===== src/rtl/pixel_pkg.sv =====
// Shared types and defaults for the pixel scheduler: frame FSM states and the
// raster-order coordinate step.
package pixel_pkg;

    localparam int DATA_WIDTH = 32;
    localparam int RBG_SIZE   = 24;

    typedef enum logic [1:0] {
        IDLE  = 2'd0,
        RUN   = 2'd1,
        DRAIN = 2'd2,
        DONE  = 2'd3
    } sched_state_t;

    // True when a raster step from column x must wrap to the next line.
    function automatic logic raster_wraps(input longint unsigned x, input longint unsigned x_res);
        return x >= (x_res - 64'd1);
    endfunction

endpackage


===== src/rtl/rr_arbiter.sv =====
// Round-robin arbiter: one-hot grant to the first request at or after ptr_i,
// wrapping to the lowest request when nothing at or above ptr_i is asking.
module rr_arbiter #(
    parameter int N  = 4,
    parameter int PW = (N > 1) ? $clog2(N) : 1
) (
    input  logic [N-1:0]  req_i,
    input  logic [PW-1:0] ptr_i,
    output logic [N-1:0]  grant_o
);

    logic [N-1:0] thermo;
    logic [N-1:0] req_hi;
    logic [N-1:0] pick;

    always_comb begin
        thermo  = ~((N'(1) << ptr_i) - N'(1));
        req_hi  = req_i & thermo;
        pick    = (req_hi != '0) ? req_hi : req_i;
        // Isolate the lowest set bit of the chosen request set.
        grant_o = pick & (~pick + N'(1));
    end

endmodule


===== src/rtl/pixel_scheduler.sv =====
// Frame sequencer: issues raster coordinates round-robin to the pixel engines and
// re-orders their queued results into a single in-order pixel stream.
module pixel_scheduler
    import pixel_pkg::*;
#(
    parameter int NUM_ENGINES = 4,
    parameter int DATA_WIDTH  = pixel_pkg::DATA_WIDTH,
    parameter int RBG_SIZE    = pixel_pkg::RBG_SIZE,
    parameter int X_RES       = 640,
    parameter int Y_RES       = 480
) (
    input  logic                              clk,
    input  logic                              reset,
    input  logic                              start_i,
    input  logic [NUM_ENGINES-1:0]            eng_ready_i,
    input  logic [NUM_ENGINES-1:0]            queue_full_i,
    output logic [NUM_ENGINES-1:0]            eng_valid_o,
    output logic [DATA_WIDTH-1:0]             eng_x_o,
    output logic [DATA_WIDTH-1:0]             eng_y_o,
    input  logic [NUM_ENGINES-1:0]            head_valid_i,
    input  logic [NUM_ENGINES*DATA_WIDTH-1:0] head_x_i,
    input  logic [NUM_ENGINES*DATA_WIDTH-1:0] head_y_i,
    input  logic [NUM_ENGINES*RBG_SIZE-1:0]   head_colour_i,
    output logic [NUM_ENGINES-1:0]            pop_o,
    output logic                              out_valid_o,
    input  logic                              out_ready_i,
    output logic [DATA_WIDTH-1:0]             out_x_o,
    output logic [DATA_WIDTH-1:0]             out_y_o,
    output logic [RBG_SIZE-1:0]               out_colour_o,
    output logic                              out_sof_o,
    output logic                              out_eol_o,
    output logic                              busy_o,
    output logic                              done_o,
    output logic                              err_multi_o
);

    localparam int PW = (NUM_ENGINES > 1) ? $clog2(NUM_ENGINES) : 1;
    localparam logic [DATA_WIDTH-1:0] X_LAST = DATA_WIDTH'(X_RES - 1);
    localparam logic [DATA_WIDTH-1:0] Y_LAST = DATA_WIDTH'(Y_RES - 1);
    localparam logic [PW-1:0]         W_LAST = PW'(NUM_ENGINES - 1);

    sched_state_t state_q;
    logic [PW-1:0]         rr_q, rr_d;
    logic [DATA_WIDTH-1:0] iss_x_q, iss_x_d, iss_y_q, iss_y_d;
    logic [DATA_WIDTH-1:0] exp_x_q, exp_x_d, exp_y_q, exp_y_d;
    logic                  exp_done_q, exp_done_d;
    logic                  out_valid_q, out_valid_d;
    logic [DATA_WIDTH-1:0] out_x_q, out_x_d, out_y_q, out_y_d;
    logic [RBG_SIZE-1:0]   out_colour_q, out_colour_d;
    logic                  out_sof_q, out_sof_d, out_eol_q, out_eol_d;
    logic                  out_last_q, out_last_d;
    logic                  err_multi_q, err_multi_d;

    logic [NUM_ENGINES-1:0] eligible, grant, match, pop_sel;
    logic [PW-1:0]          win;
    logic [RBG_SIZE-1:0]    sel_colour;
    logic issue_fire, collect_fire, out_xfer, last_xfer;
    logic iss_last, iss_wrap, exp_wrap, exp_eol, exp_last;

    assign eligible = eng_ready_i & ~queue_full_i;

    rr_arbiter #(.N(NUM_ENGINES), .PW(PW)) u_arb (
        .req_i   (eligible),
        .ptr_i   (rr_q),
        .grant_o (grant)
    );

    for (genvar g = 0; g < NUM_ENGINES; g++) begin : g_match
        assign match[g] = head_valid_i[g]
                       && (head_x_i[g*DATA_WIDTH +: DATA_WIDTH] == exp_x_q)
                       && (head_y_i[g*DATA_WIDTH +: DATA_WIDTH] == exp_y_q);
    end

    always_comb begin
        issue_fire   = (state_q == RUN) && !reset && (grant != '0);
        eng_valid_o  = issue_fire ? grant : '0;
        win          = '0;
        for (int i = 0; i < NUM_ENGINES; i++) begin
            if (grant[i]) win = PW'(i);
        end
        iss_last     = (iss_x_q == X_LAST) && (iss_y_q == Y_LAST);
        iss_wrap     = raster_wraps(64'(iss_x_q), 64'(X_RES));

        // Lowest matching queue wins; any other match is a duplicate head.
        pop_sel      = match & (~match + NUM_ENGINES'(1));
        out_xfer     = out_valid_q && out_ready_i;
        collect_fire = ((state_q == RUN) || (state_q == DRAIN)) && !exp_done_q && !reset
                    && (!out_valid_q || out_ready_i) && (match != '0);
        pop_o        = collect_fire ? pop_sel : '0;
        sel_colour   = '0;
        for (int i = 0; i < NUM_ENGINES; i++) begin
            if (pop_sel[i]) sel_colour = head_colour_i[i*RBG_SIZE +: RBG_SIZE];
        end
        exp_wrap     = raster_wraps(64'(exp_x_q), 64'(X_RES));
        exp_eol      = (exp_x_q == X_LAST);
        exp_last     = exp_eol && (exp_y_q == Y_LAST);
        last_xfer    = out_xfer && out_last_q && (state_q == DRAIN);
        done_o       = last_xfer && !reset;
    end

    always_comb begin
        rr_d         = rr_q;
        iss_x_d      = iss_x_q;
        iss_y_d      = iss_y_q;
        exp_x_d      = exp_x_q;
        exp_y_d      = exp_y_q;
        exp_done_d   = exp_done_q;
        out_valid_d  = out_valid_q;
        out_x_d      = out_x_q;
        out_y_d      = out_y_q;
        out_colour_d = out_colour_q;
        out_sof_d    = out_sof_q;
        out_eol_d    = out_eol_q;
        out_last_d   = out_last_q;
        err_multi_d  = err_multi_q;

        if ((state_q == IDLE) && start_i) begin
            iss_x_d    = '0;
            iss_y_d    = '0;
            exp_x_d    = '0;
            exp_y_d    = '0;
            exp_done_d = 1'b0;
        end

        if (issue_fire) begin
            rr_d    = (win == W_LAST) ? '0 : win + PW'(1);
            iss_x_d = iss_wrap ? '0 : iss_x_q + DATA_WIDTH'(1);
            iss_y_d = iss_wrap ? iss_y_q + DATA_WIDTH'(1) : iss_y_q;
        end

        if (collect_fire) begin
            out_valid_d  = 1'b1;
            out_x_d      = exp_x_q;
            out_y_d      = exp_y_q;
            out_colour_d = sel_colour;
            out_sof_d    = (exp_x_q == '0) && (exp_y_q == '0);
            out_eol_d    = exp_eol;
            out_last_d   = exp_last;
            exp_x_d      = exp_wrap ? '0 : exp_x_q + DATA_WIDTH'(1);
            exp_y_d      = exp_wrap ? exp_y_q + DATA_WIDTH'(1) : exp_y_q;
            exp_done_d   = exp_last;
            if ((match & ~pop_sel) != '0) err_multi_d = 1'b1;
        end else if (out_xfer) begin
            out_valid_d  = 1'b0;
        end
    end

    always_ff @(posedge clk) begin
        if (reset) begin
            state_q      <= IDLE;
            rr_q         <= '0;
            iss_x_q      <= '0;
            iss_y_q      <= '0;
            exp_x_q      <= '0;
            exp_y_q      <= '0;
            exp_done_q   <= 1'b0;
            out_valid_q  <= 1'b0;
            out_x_q      <= '0;
            out_y_q      <= '0;
            out_colour_q <= '0;
            out_sof_q    <= 1'b0;
            out_eol_q    <= 1'b0;
            out_last_q   <= 1'b0;
            err_multi_q  <= 1'b0;
        end else begin
            rr_q         <= rr_d;
            iss_x_q      <= iss_x_d;
            iss_y_q      <= iss_y_d;
            exp_x_q      <= exp_x_d;
            exp_y_q      <= exp_y_d;
            exp_done_q   <= exp_done_d;
            out_valid_q  <= out_valid_d;
            out_x_q      <= out_x_d;
            out_y_q      <= out_y_d;
            out_colour_q <= out_colour_d;
            out_sof_q    <= out_sof_d;
            out_eol_q    <= out_eol_d;
            out_last_q   <= out_last_d;
            err_multi_q  <= err_multi_d;
            case (state_q)
                IDLE:    if (start_i) state_q <= RUN;
                RUN:     if (issue_fire && iss_last) state_q <= DRAIN;
                DRAIN:   if (last_xfer) state_q <= DONE;
                default: state_q <= IDLE;
            endcase
        end
    end

    assign eng_x_o      = iss_x_q;
    assign eng_y_o      = iss_y_q;
    assign out_valid_o  = out_valid_q;
    assign out_x_o      = out_x_q;
    assign out_y_o      = out_y_q;
    assign out_colour_o = out_colour_q;
    assign out_sof_o    = out_sof_q;
    assign out_eol_o    = out_eol_q;
    assign busy_o       = (state_q == RUN) || (state_q == DRAIN);
    assign err_multi_o  = err_multi_q;

endmodule


===== config.mk =====
export PLATFORM = sky130hd
export DESIGN_NAME = pixel_scheduler
export DESIGN_NICKNAME = d
export VERILOG_FILES = /design/src/rtl/pixel_pkg.sv /design/src/rtl/rr_arbiter.sv /design/src/rtl/pixel_scheduler.sv
export SDC_FILE = /design/constraint.sdc
export NUM_CORES = 1
export LEC_CHECK = 0
export CAP_MARGIN = 40
export CORE_MARGIN = 2
export CORE_UTILIZATION = 30
export DETAILED_ROUTE_END_ITERATION = 6
export PLACE_DENSITY_LB_ADDON = 0.05
export SKIP_LAST_GASP = 1
export SLEW_MARGIN = 20
export SYNTH_ARGS = -nofsm -noshare
export SYNTH_HDL_FRONTEND = slang
export SYNTH_SLANG_ARGS = --single-unit

===== constraint.sdc =====
create_clock -name clk -period 4.35 [get_ports clk]
set_clock_uncertainty 0.2 [all_clocks]
set_input_delay 0.87 -clock clk [delete_from_list [all_inputs] [get_ports clk]]
set_output_delay 0.87 -clock clk [all_outputs]
set_load 0.01 [all_outputs]

# Word level (Yosys, flattened, before mapping)
# Index checks and enable logic that the tools add are counted.
classes:
  n_eq_ne: 20
  bitwise: 10
  magnitude_cmp: 2
  mux: 28
  add_sub_neg: 8
  reduce_logical: 42
  shifts: 1
ops:
  columns: ["cell", "n"]
  rows:
  - ["$mux W32", 9]
  - ["$eq A32 B32 Y1", 8]
  - ["$add A32 B1 Y32 const B", 4]
  - ["$mux W24", 4]
  - ["$eq A32 B10 Y1 const B", 2]
  - ["$eq A32 B9 Y1 const B", 2]
  - ["$ge A32 B10 Y1 const B", 2]
  - ["$logic_not A32 Y1", 2]
  - ["$logic_and A1 B1 Y1", 23]
  - ["$and A4 B4 Y4", 5]
  - ["$not A4 Y4", 5]
  - ["$reduce_bool A4 Y1", 4]
  - ["$mux W2", 6]
  - ["$mux W4", 3]
  - ["$add A4 B1 Y4 const B", 2]
  - ["$ne A2 B2 Y1 const B", 3]
  - ["$pmux W2 S3", 1]
  - ["$reduce_and A2 Y1", 3]
  - ["$reduce_bool A2 Y1", 3]
  - ["$mux W1", 5]
  - ["$eq A2 B2 Y1 const B", 2]
  - ["$ne A2 B1 Y1 const B", 2]
  - ["$shl A1 B2 Y4 const A", 1]
  - ["$sub A4 B2 Y4 const B", 1]
  - ["6 further kinds", 9]
totals:
  input_bits: 368
  reg_bits: 226
  out_inout_bits: 166

# Longest topological paths before layout
# Gate-level depths: netlist of the first run.
logic_depth:
  word_depth: 14
  depth_mapped: 12

# Cells and area by module
# A second synthesis of the first run with hierarchy kept.
unflattened:
  hier_cells: 1902
  area_unflattened_um2: 14617.8
modules_own_cells:
  columns: ["module", "area_per_inst_um2", "cells_per_inst", "n_inst"]
  rows:
  - ["pixel_scheduler", 14520.2, 1886, 1]
  - ["rr_arbiter", 97.6, 16, 1]

# Least setup slack after synthesis of the first run
# OpenSTA, ideal clock, no wires.
synth_timing:
  path_kind: "input to output"
  startpoint: "in head_x_i[29]"
  endpoint: "out pop_o[2]"
  path_buffers: 2
  path_slack_ns: 0.550
  arrival_time_ns: 2.730
  required_ns: 3.280
  stages: 9
  path_cell_list: "inv_1 -> a22o_1 -> or4_1 -> or2_1 -> or3_1 -> clkbuf_1 -> clkbuf_1 -> nand2_1 -> nor3_1"
synth_via:
  elab_chain_len: 7
  word_cells_on_any_way: 9
  cone_classes: "add/sub: 1; eq/ne: 1; mux: 1; bitwise: 2; reduce/logical: 4"
synth_rtl:
  columns: ["element", "line_no", "text"]
  rows:
  - ["from (decl)", "pixel_scheduler.sv:21", "input logic [NUM_ENGINES*DATA_WIDTH-1:0] head_x_i,"]
  - ["$eq A32 B32 Y1 (*)", "pixel_scheduler.sv:70", "&& (head_x_i[g*DATA_WIDTH +: DATA_WIDTH] == exp_x_q)"]
  - ["$logic_and A1 B1 Y1 (*)", "pixel_scheduler.sv:70", null]
  - ["$logic_and A1 B1 Y1 (*)", "pixel_scheduler.sv:71", "&& (head_y_i[g*DATA_WIDTH +: DATA_WIDTH] == exp_y_q);"]
  - ["$not A4 Y4", "pixel_scheduler.sv:85", "pop_sel = match & (~match + NUM_ENGINES'(1));"]
  - ["$add A4 B1 Y4", "pixel_scheduler.sv:85", null]
  - ["$and A4 B4 Y4", "pixel_scheduler.sv:85", null]
  - ["$mux W4 (*)", "pixel_scheduler.sv:89", "pop_o = collect_fire ? pop_sel : '0;"]
  - ["to (decl)", "pixel_scheduler.sv:24", "output logic [NUM_ENGINES-1:0] pop_o,"]
# Every way passes the cells marked *; elsewhere a longest branch is shown, timed or not.

# Worst setup path in the final report of the first run
layout_timing:
  startpoint: "reg exp_y_q[7]"
  endpoint: "out pop_o[2]"
layout_via:
  elab_chain_len: 6
  word_cells_on_any_way: 14
  cone_classes: "add/sub: 1; eq/ne: 4; mux: 1; bitwise: 2; reduce/logical: 6"
layout_rtl:
  columns: ["element", "line_no", "text"]
  rows:
  - ["from (decl)", "pixel_scheduler.sv:45", "logic [DATA_WIDTH-1:0] exp_x_q, exp_x_d, exp_y_q, exp_y_d;"]
  - ["from (signal assigned)", "pixel_scheduler.sv:170", "exp_y_q <= exp_y_d;"]
  - ["$eq A32 B32 Y1", "pixel_scheduler.sv:71", null]
  - ["$logic_and A1 B1 Y1", "pixel_scheduler.sv:71", null]
  - ["$not A4 Y4", "pixel_scheduler.sv:85", null]
  - ["$add A4 B1 Y4", "pixel_scheduler.sv:85", null]
  - ["$and A4 B4 Y4", "pixel_scheduler.sv:85", null]
  - ["$mux W4 (*)", "pixel_scheduler.sv:89", null]
# Marked as above.

==> results of run 1 <==
logic make-up (layout without fill, tap and decap cells):
| group | after synthesis | in the layout | share of synthesized area (%) |
|---|---|---|---|
| other | 0 | 13 | 0 |
| DFF | 226 | 226 | 34.2 |
| muxes | 3 | 3 | 0.227 |
| AOI/OAI and AO/OA | 281 | 281 | 14.0 |
| buffers and inverters | 172 | 836 | 5.40 |
| and+or+nand+nor | 770 | 770 | 30.1 |
| xor gates and xnor gates | 227 | 227 | 15.0 |
| adders and majority gates | 10 | 10 | 0.947 |
registers in the layout, indices dropped and copies added, names as in the netlist:
register and cells:
out_colour_o 24, exp_y_q 32, exp_done_q 1, err_multi_o 1, eng_x_o 32, exp_x_q 32
eng_y_o 32, out_last_q 1, out_eol_o 1, out_x_o 32, out_sof_o 1, state_q 2
out_valid_o 1, out_y_o 32, rr_q 2
final cells by class:
class                      instances  area [um^2]  area share (%)
antenna                           13         32.5           0.150
clock buffer                      38          777            3.59
clock inverter                     9          188           0.868
inverter                          46          173           0.799
multi-input combinational       1291         8210            38.0
sequential                       226         4540            21.0
tap                              585          732            3.39
timing repair buffer             743         6970            32.3
power by group through the flow:
stage               combinational [W]  clock (W)  sequential, W
finish                       0.000961    0.00249        0.00210
global route                  0.00103    0.00262        0.00210
CTS                          0.000954    0.00254        0.00210
detailed placement           0.000942          0        0.00214
global placement             0.000935          0        0.00214
floorplan                    0.000368          0        0.00214
cells in the final DEF, fill, tap and decap left out, types with 7 or more instances in the layout:
cell type        count
xor2_1             138
dlygate4sd2_1       19
nand3_1             81
and3_1              18
nor3_1              45
o21ai_0             42
or4_1                8
nand2b_1            74
a21oi_1            126
nor4_1              48
nor4_4               8
or3_1               36
ha_1                10
o2111ai_1           15
buf_4              199
nor4_2              11
clkbuf_16           27
nor2_1              98
nor3b_1              7
nor2b_1             10
xnor2_1             86
buf_12               7
nand2_1            206
and2_1              48
dfxtp_1            219
a221oi_1            25
inv_1               44
diode_2             13
clkdlybuf4s50_1    502
nand4_1             51
o22ai_1              8
worst max-delay path, delay by kind of cell, from the launching register on:
kind / cells / cell delay, ps
XOR/XNOR: 1 / 150
AND/OR/NAND/NOR: 5 / 1310
flip-flops: 1 / 330
buffers and inverters: 6 / 910
through the flow:
step                instance area (um^2)  total power [W]
CTS                                21500          0.00560
detailed placement                 20400          0.00309
global placement                   20400          0.00308
floorplan                          13200          0.00251
global route                       21600          0.00575
finish                             21600          0.00555
final timing paths:
path	start	slack, ps	endpoint
max reg2reg	exp_y_q[7]$_SDFFE_PP0P_	190	out_x_o[15]$_SDFFE_PP0P_
min reg2reg	out_sof_o$_SDFFE_PP0P_	250	out_sof_o$_SDFFE_PP0P_
min	out_sof_o$_SDFFE_PP0P_	250	out_sof_o$_SDFFE_PP0P_
max	exp_y_q[7]$_SDFFE_PP0P_	-20	pop_o[2]
layer usage:
metal	up-vias	GRT usage, %	share of wire (%)
li1	7217	-	-
met1	7296	38.1	42
met2	582	50.7	46
met3	125	7.66	7.8
met4	16	10.9	3.5
met5	-	0	0.16
what timing repair did:
item | CTS | global route
setup buffers | 2 | 4
gates resized for setup | 73 | 25
pin swaps | 34 | 17
endpoints found under the setup margin | 97 | 4
hold endpoints to repair | 0 | 0
==> results.json, run 1 <==
{
  "cts.hold.buffers_added": 0,
  "antenna_left": 0,
  "place_congestion": 0.968,
  "min_path_type": "reg2reg",
  "clockRootBuffer": "clkbuf_16",
  "cts_tree": "built",
  "finalSetupViolCount": 2,
  "drive_above_1_share_pct": 13.4,
  "chipHeight_um": 214,
  "synth-main-ff-cell": "dfxtp_1",
  "whs_ps": 249,
  "rsz0062_at_grt": "true",
  "dp.cells": 2889,
  "cts_made_buffers": 27,
  "clk_pin_slew_ps": 70,
  "clock_sinks": 226,
  "pin_count": 534,
  "num-fill-cells": 4304,
  "cp_slowest_cell": "nor4_4",
  "cpPeakStageDelay_ps": 380,
  "antenna_found_initial": 17,
  "crit_fanout": 5,
  "crit_path_end_kind": "primary output",
  "synth-seq-cells": 226,
  "drt_wl_total_um": 72800,
  "async_flop_share_pct": 0,
  "dieArea_mm2": 0.0457,
  "clk-insertion-delay-late_ps": 580,
  "crit_arrival_ps": 3300,
  "dp_hpwl_um": 59100,
  "cp.required_ps": 3280,
  "wire_per_inst_um": 24.7,
  "failed_checks": "setup timing",
  "first_pass_iters": 5,
  "clkPwrFrac_pct": 44.9,
  "port_buffers": 533,
  "fin_crit_ps": 4370,
  "grt_pass1_wl_um": 102000,
  "worstMarginPinSlew_ps": 782,
  "irDropWorstVdd_mv": 0.319,
  "fin_nets": 2713,
  "clock_path_buffers": 3,
  "status": "finished with violations",
  "via_per_inst": 5.16,
  "hold_viol": 0,
  "vias": 15200,
  "power.internal_w": 0.00412,
  "final.period_utilization_pct": 101,
  "p_sw_w": 0.00143,
  "ys_seq_area_share_pct": 34.2,
  "maxSlewHeadroom_pct": 47.9,
  "drv_cap": 0,
  "synth_cell_type_count": 69,
  "finalNonFillerCells": 2951,
  "powerDensity_mw_per_mm2": 257,
  "report.final.slew_viol_count": 0,
  "synthCells": 1689,
  "initial_core_util_pct": 30.5,
  "drt_iter0_markers": 1143,
  "p_comb_share_pct": 17.3,
  "switching_share_pct": 25.7,
  "synth_fp_nets": 2067,
  "fin_ws_ps": -23.9,
  "rows": 76,
  "fin_util_pct": 50.0,
  "htree_levels": 1,
  "synthToLayoutAreaGrowth_pct": 63.6,
  "start_kind": "register",
  "grt_pass1_vias": 14900,
  "worstPathCellList": "buf_12, xnor2_2, nand4_1, nor4_4, nand4_1, buf_4, buf_6, nor4_4, buf_4, buf_6, nor3_4, buf_6",
  "leakage_nw": 8.11,
  "core_area_mm2": 0.0433,
  "grt_max_degree": 66,
  "die_width_um": 214,
  "synth_top_area_share_pct": 34.2,
  "synth_most_common_cell": "dfxtp_1",
  "holdPathStages": 2,
  "tns_ps": -42.3,
  "fmax_mhz": 229,
  "syn_avg_cell_area_um2": 7.82,
  "synth-warning-count": 0,
  "p_seq_share_pct": 37.8,
  "track_usage_pct": 30.5,
  "r2r_cells": 13,
  "syn-cell-area_mm2": 0.0132,
  "crit_top_cell": "buf_6",
  "synth_top_area_cell": "dfxtp_1",
  "synth_area_leaders": "dfxtp_1 34%, xor2_1 9.1%, nand2_1 5.9%",
  "place_ws_ps": -1120,
  "crit_type": "reg2out",
  "synthTopCellsByCount": "226 x dfxtp_1, 208 x nand2_1, 138 x xor2_1, 126 x a21oi_1, 100 x nor2_1",
  "synth-edff-count": 0,
  "drc_errors": 0,
  "grt_remaining_overflow": 0
}
Note: power is estimated with default switching activity, not from simulation.
==> run 2: changes to the inputs <==
==> constraint.sdc (replaced) <==
create_clock -name clk -period 4 [get_ports clk]
set_clock_uncertainty 0.2 [all_clocks]
set_input_delay 0.8 -clock clk [delete_from_list [all_inputs] [get_ports clk]]
set_output_delay 0.8 -clock clk [all_outputs]
set_load 0.01 [all_outputs]
==> results.json, run 2 (same netlist as run 1, synthesis figures left out) <==
{
  "status": "finished with violations",
  "failed_checks": "setup timing",
  "crit_top_cell": "nor4_4",
  "dp_hpwl_um": 59600,
  "place_congestion": 0.968,
  "fin_crit_ps": 4070,
  "fmax_mhz": 246,
  "cp.required_ps": 3000,
  "cts.hold.buffers_added": 0,
  "drive_above_1_share_pct": 19.1,
  "cts_made_buffers": 29,
  "vias": 15600,
  "clockRootBuffer": "clkbuf_16",
  "initial_core_util_pct": 30.5,
  "report.final.slew_viol_count": 0,
  "critPathTopFamily": "simple AND/OR/NAND/NOR gates",
  "drt_iter0_markers": 1074,
  "rsz0062_at_grt": "true",
  "ff_latch_area_mm2": 0.00459,
  "finalNonFillerCells": 3006,
  "irDropWorstVdd_mv": 0.282,
  "chipHeight_um": 214,
  "antenna_found_initial": 21,
  "worstPathCellList": "clkdlybuf4s50_1, a221o_1, nor4_4, nand4_1, or4_4, nand2_4, nor4_4, buf_4",
  "drt_wl_total_um": 74000,
  "powerDensity_mw_per_mm2": 261,
  "fin_nets": 2763,
  "crit_start": "head_y_i[70]",
  "core_area_mm2": 0.0433,
  "r2r_cells": 13,
  "p_sw_w": 0.00157,
  "worstMarginPinSlew_ps": 770,
  "dieArea_mm2": 0.0457,
  "cp_slowest_cell": "or4_4",
  "timing.rr.end": "exp_x_q[5]$_SDFFE_PP0P_",
  "cpPeakStageDelay_ps": 650,
  "grt_remaining_overflow": 0,
  "power_w": 0.00590,
  "rr_startpoint": "exp_x_q[14]$_SDFFE_PP0P_",
  "rows": 76,
  "start_kind": "primary input",
  "final_common_cell": "clkdlybuf4s50_1",
  "track_usage_pct": 30.9,
  "crit_fanout": 3,
  "clock_sinks": 226,
  "cp.buffers_inverters": 2,
  "drc_errors": 0,
  "grt_max_degree": 68,
  "crit_end": "pop_o[3]",
  "cp.depth": 8,
  "clock_path_buffers": 3,
  "synthToLayoutAreaGrowth_pct": 71.0,
  "mostFrequentLayoutCells": "418 x clkdlybuf4s50_1, 235 x buf_4, 206 x nand2_1",
  "clk-insertion-delay-late_ps": 560,
  "p_seq_share_pct": 38.6,
  "p_comb_share_pct": 18.3,
  "dp.cells": 2908,
  "maxSlewHeadroom_pct": 48.7,
  "via_per_inst": 5.18,
  "htree_levels": 1,
  "grt_pass1_wl_um": 103000,
  "power.internal_w": 0.00433,
  "first_pass_iters": 6,
  "fin_ws_ps": -68.9,
  "multi_input_area_mm2": 0.00869,
  "crit_arrival_ps": 3070,
  "leakage_nw": 8.89,
  "crit_type": "in2out",
  "finalSetupViolCount": 3,
  "drv_cap": 0,
  "die_width_um": 214,
  "grt_pass1_vias": 15300,
  "pin_count": 534,
  "hold_viol": 0,
  "clkPwrFrac_pct": 43.1,
  "num-fill-cells": 4249,
  "timing.reg2reg.setup_slack_ps": 100,
  "clk_pin_slew_ps": 50,
  "port_buffers": 533,
  "wire_per_inst_um": 24.6,
  "final.period_utilization_pct": 102,
  "switching_share_pct": 26.6,
  "cts_tree": "built",
  "antenna_left": 0,
  "min_path_type": "reg2reg",
  "crit_path_end_kind": "primary output"
}
==> run 2: cell count changes in the layout (fill, tap and decap cells not counted), sizes merged <==
cell,previous run,this run
clkdlybuf4s15,2,7
inv,47,46
bufinv,5,2
diode,13,16
clkbuf,41,43
buf,214,266
clkdlybuf4s18,1,0
dlygate4sd2,19,59
clkdlybuf4s50,502,418
dlymetal6s2s,2,38
clkinv,2,8
==> run 2: repair_timing <==
action | in CTS | in global routing
pin swaps | 77 | 64
gates resized for setup | 196 | 134
gates cloned | 0 | 1
setup endpoints to repair | 67 | 55
buffers inserted | 16 | 18
==> run 2: worst min path at each step <==
stage	slack, ps	cells past startpoint	end	startpoint
finish	250	2	exp_done_q$_SDFFE_PP0P_	exp_done_q$_SDFFE_PP0P_
global route	270	2	out_sof_o$_SDFFE_PP0P_	out_sof_o$_SDFFE_PP0P_
CTS	250	2	exp_done_q$_SDFFE_PP0P_	exp_done_q$_SDFFE_PP0P_
detailed placement	240	2	out_x_o[5]$_SDFFE_PP0P_	out_x_o[5]$_SDFFE_PP0P_
global placement	240	2	out_x_o[5]$_SDFFE_PP0P_	out_x_o[5]$_SDFFE_PP0P_
floorplan	230	2	exp_done_q$_SDFFE_PP0P_	exp_done_q$_SDFFE_PP0P_
==> run 2: power by group through the flow <==
stage | Sequential [W] | Combinational [W] | Clock (W)
2_1_floorplan | 0.00233 | 0.000400 | 0
3_5_place_dp | 0.00233 | 0.00105 | 0
3_3_place_gp | 0.00233 | 0.00104 | 0
5_1_grt | 0.00228 | 0.00116 | 0.00270
4_1_cts | 0.00228 | 0.00105 | 0.00261
6_report | 0.00228 | 0.00108 | 0.00254
==> run 2: layout make-up <==
class	count	share of cell area [%]
Clock inverter	11	0.526
Tap cell	585	3.24
Inverter	46	0.764
Clock buffer	40	3.53
Multi-Input combinational cell	1291	38.5
Antenna cell	16	0.177
Timing Repair Buffer	791	33.0
Sequential cell	226	20.3
==> run 2: per-stage QoR <==
stage                     hold slack (ps)  TNS [ps]  util, %  setup slack, ps  area (um^2)
after global routing                  273      -373     52.2             -152        22600
after global placement                239    -85620     47.6             -953        20600
after floorplan                       232         0        -              340        13200
after CTS                             253     -24.9     50.7            -14.8        21900
after detailed placement              244    -86330     47.6             -916        20600
final                                 250      -129     52.2            -68.9        22600
==> run 2: worst register-to-register path, cell delays in order (launching register included) <==
cell and delay [ps]:
dfxtp_2 380, buf_4 160, buf_4 160, or4_1 550
nor4_2 460, buf_4 210, a21bo_2 300, nor2_1 240
o41ai_4 120, buf_4 180, buf_4 150, buf_4 140
or3_1 350, a31oi_2 200
==> run 2: per-layer routing <==
layer  wire [um]  vias to the layer above  track usage (%)
li1            -                     7313                -
met1       30800                     7518             38.6
met2       34900                      595             51.4
met3        5850                      131             7.75
met4        2420                       10             11.4
met5          71                        -                0
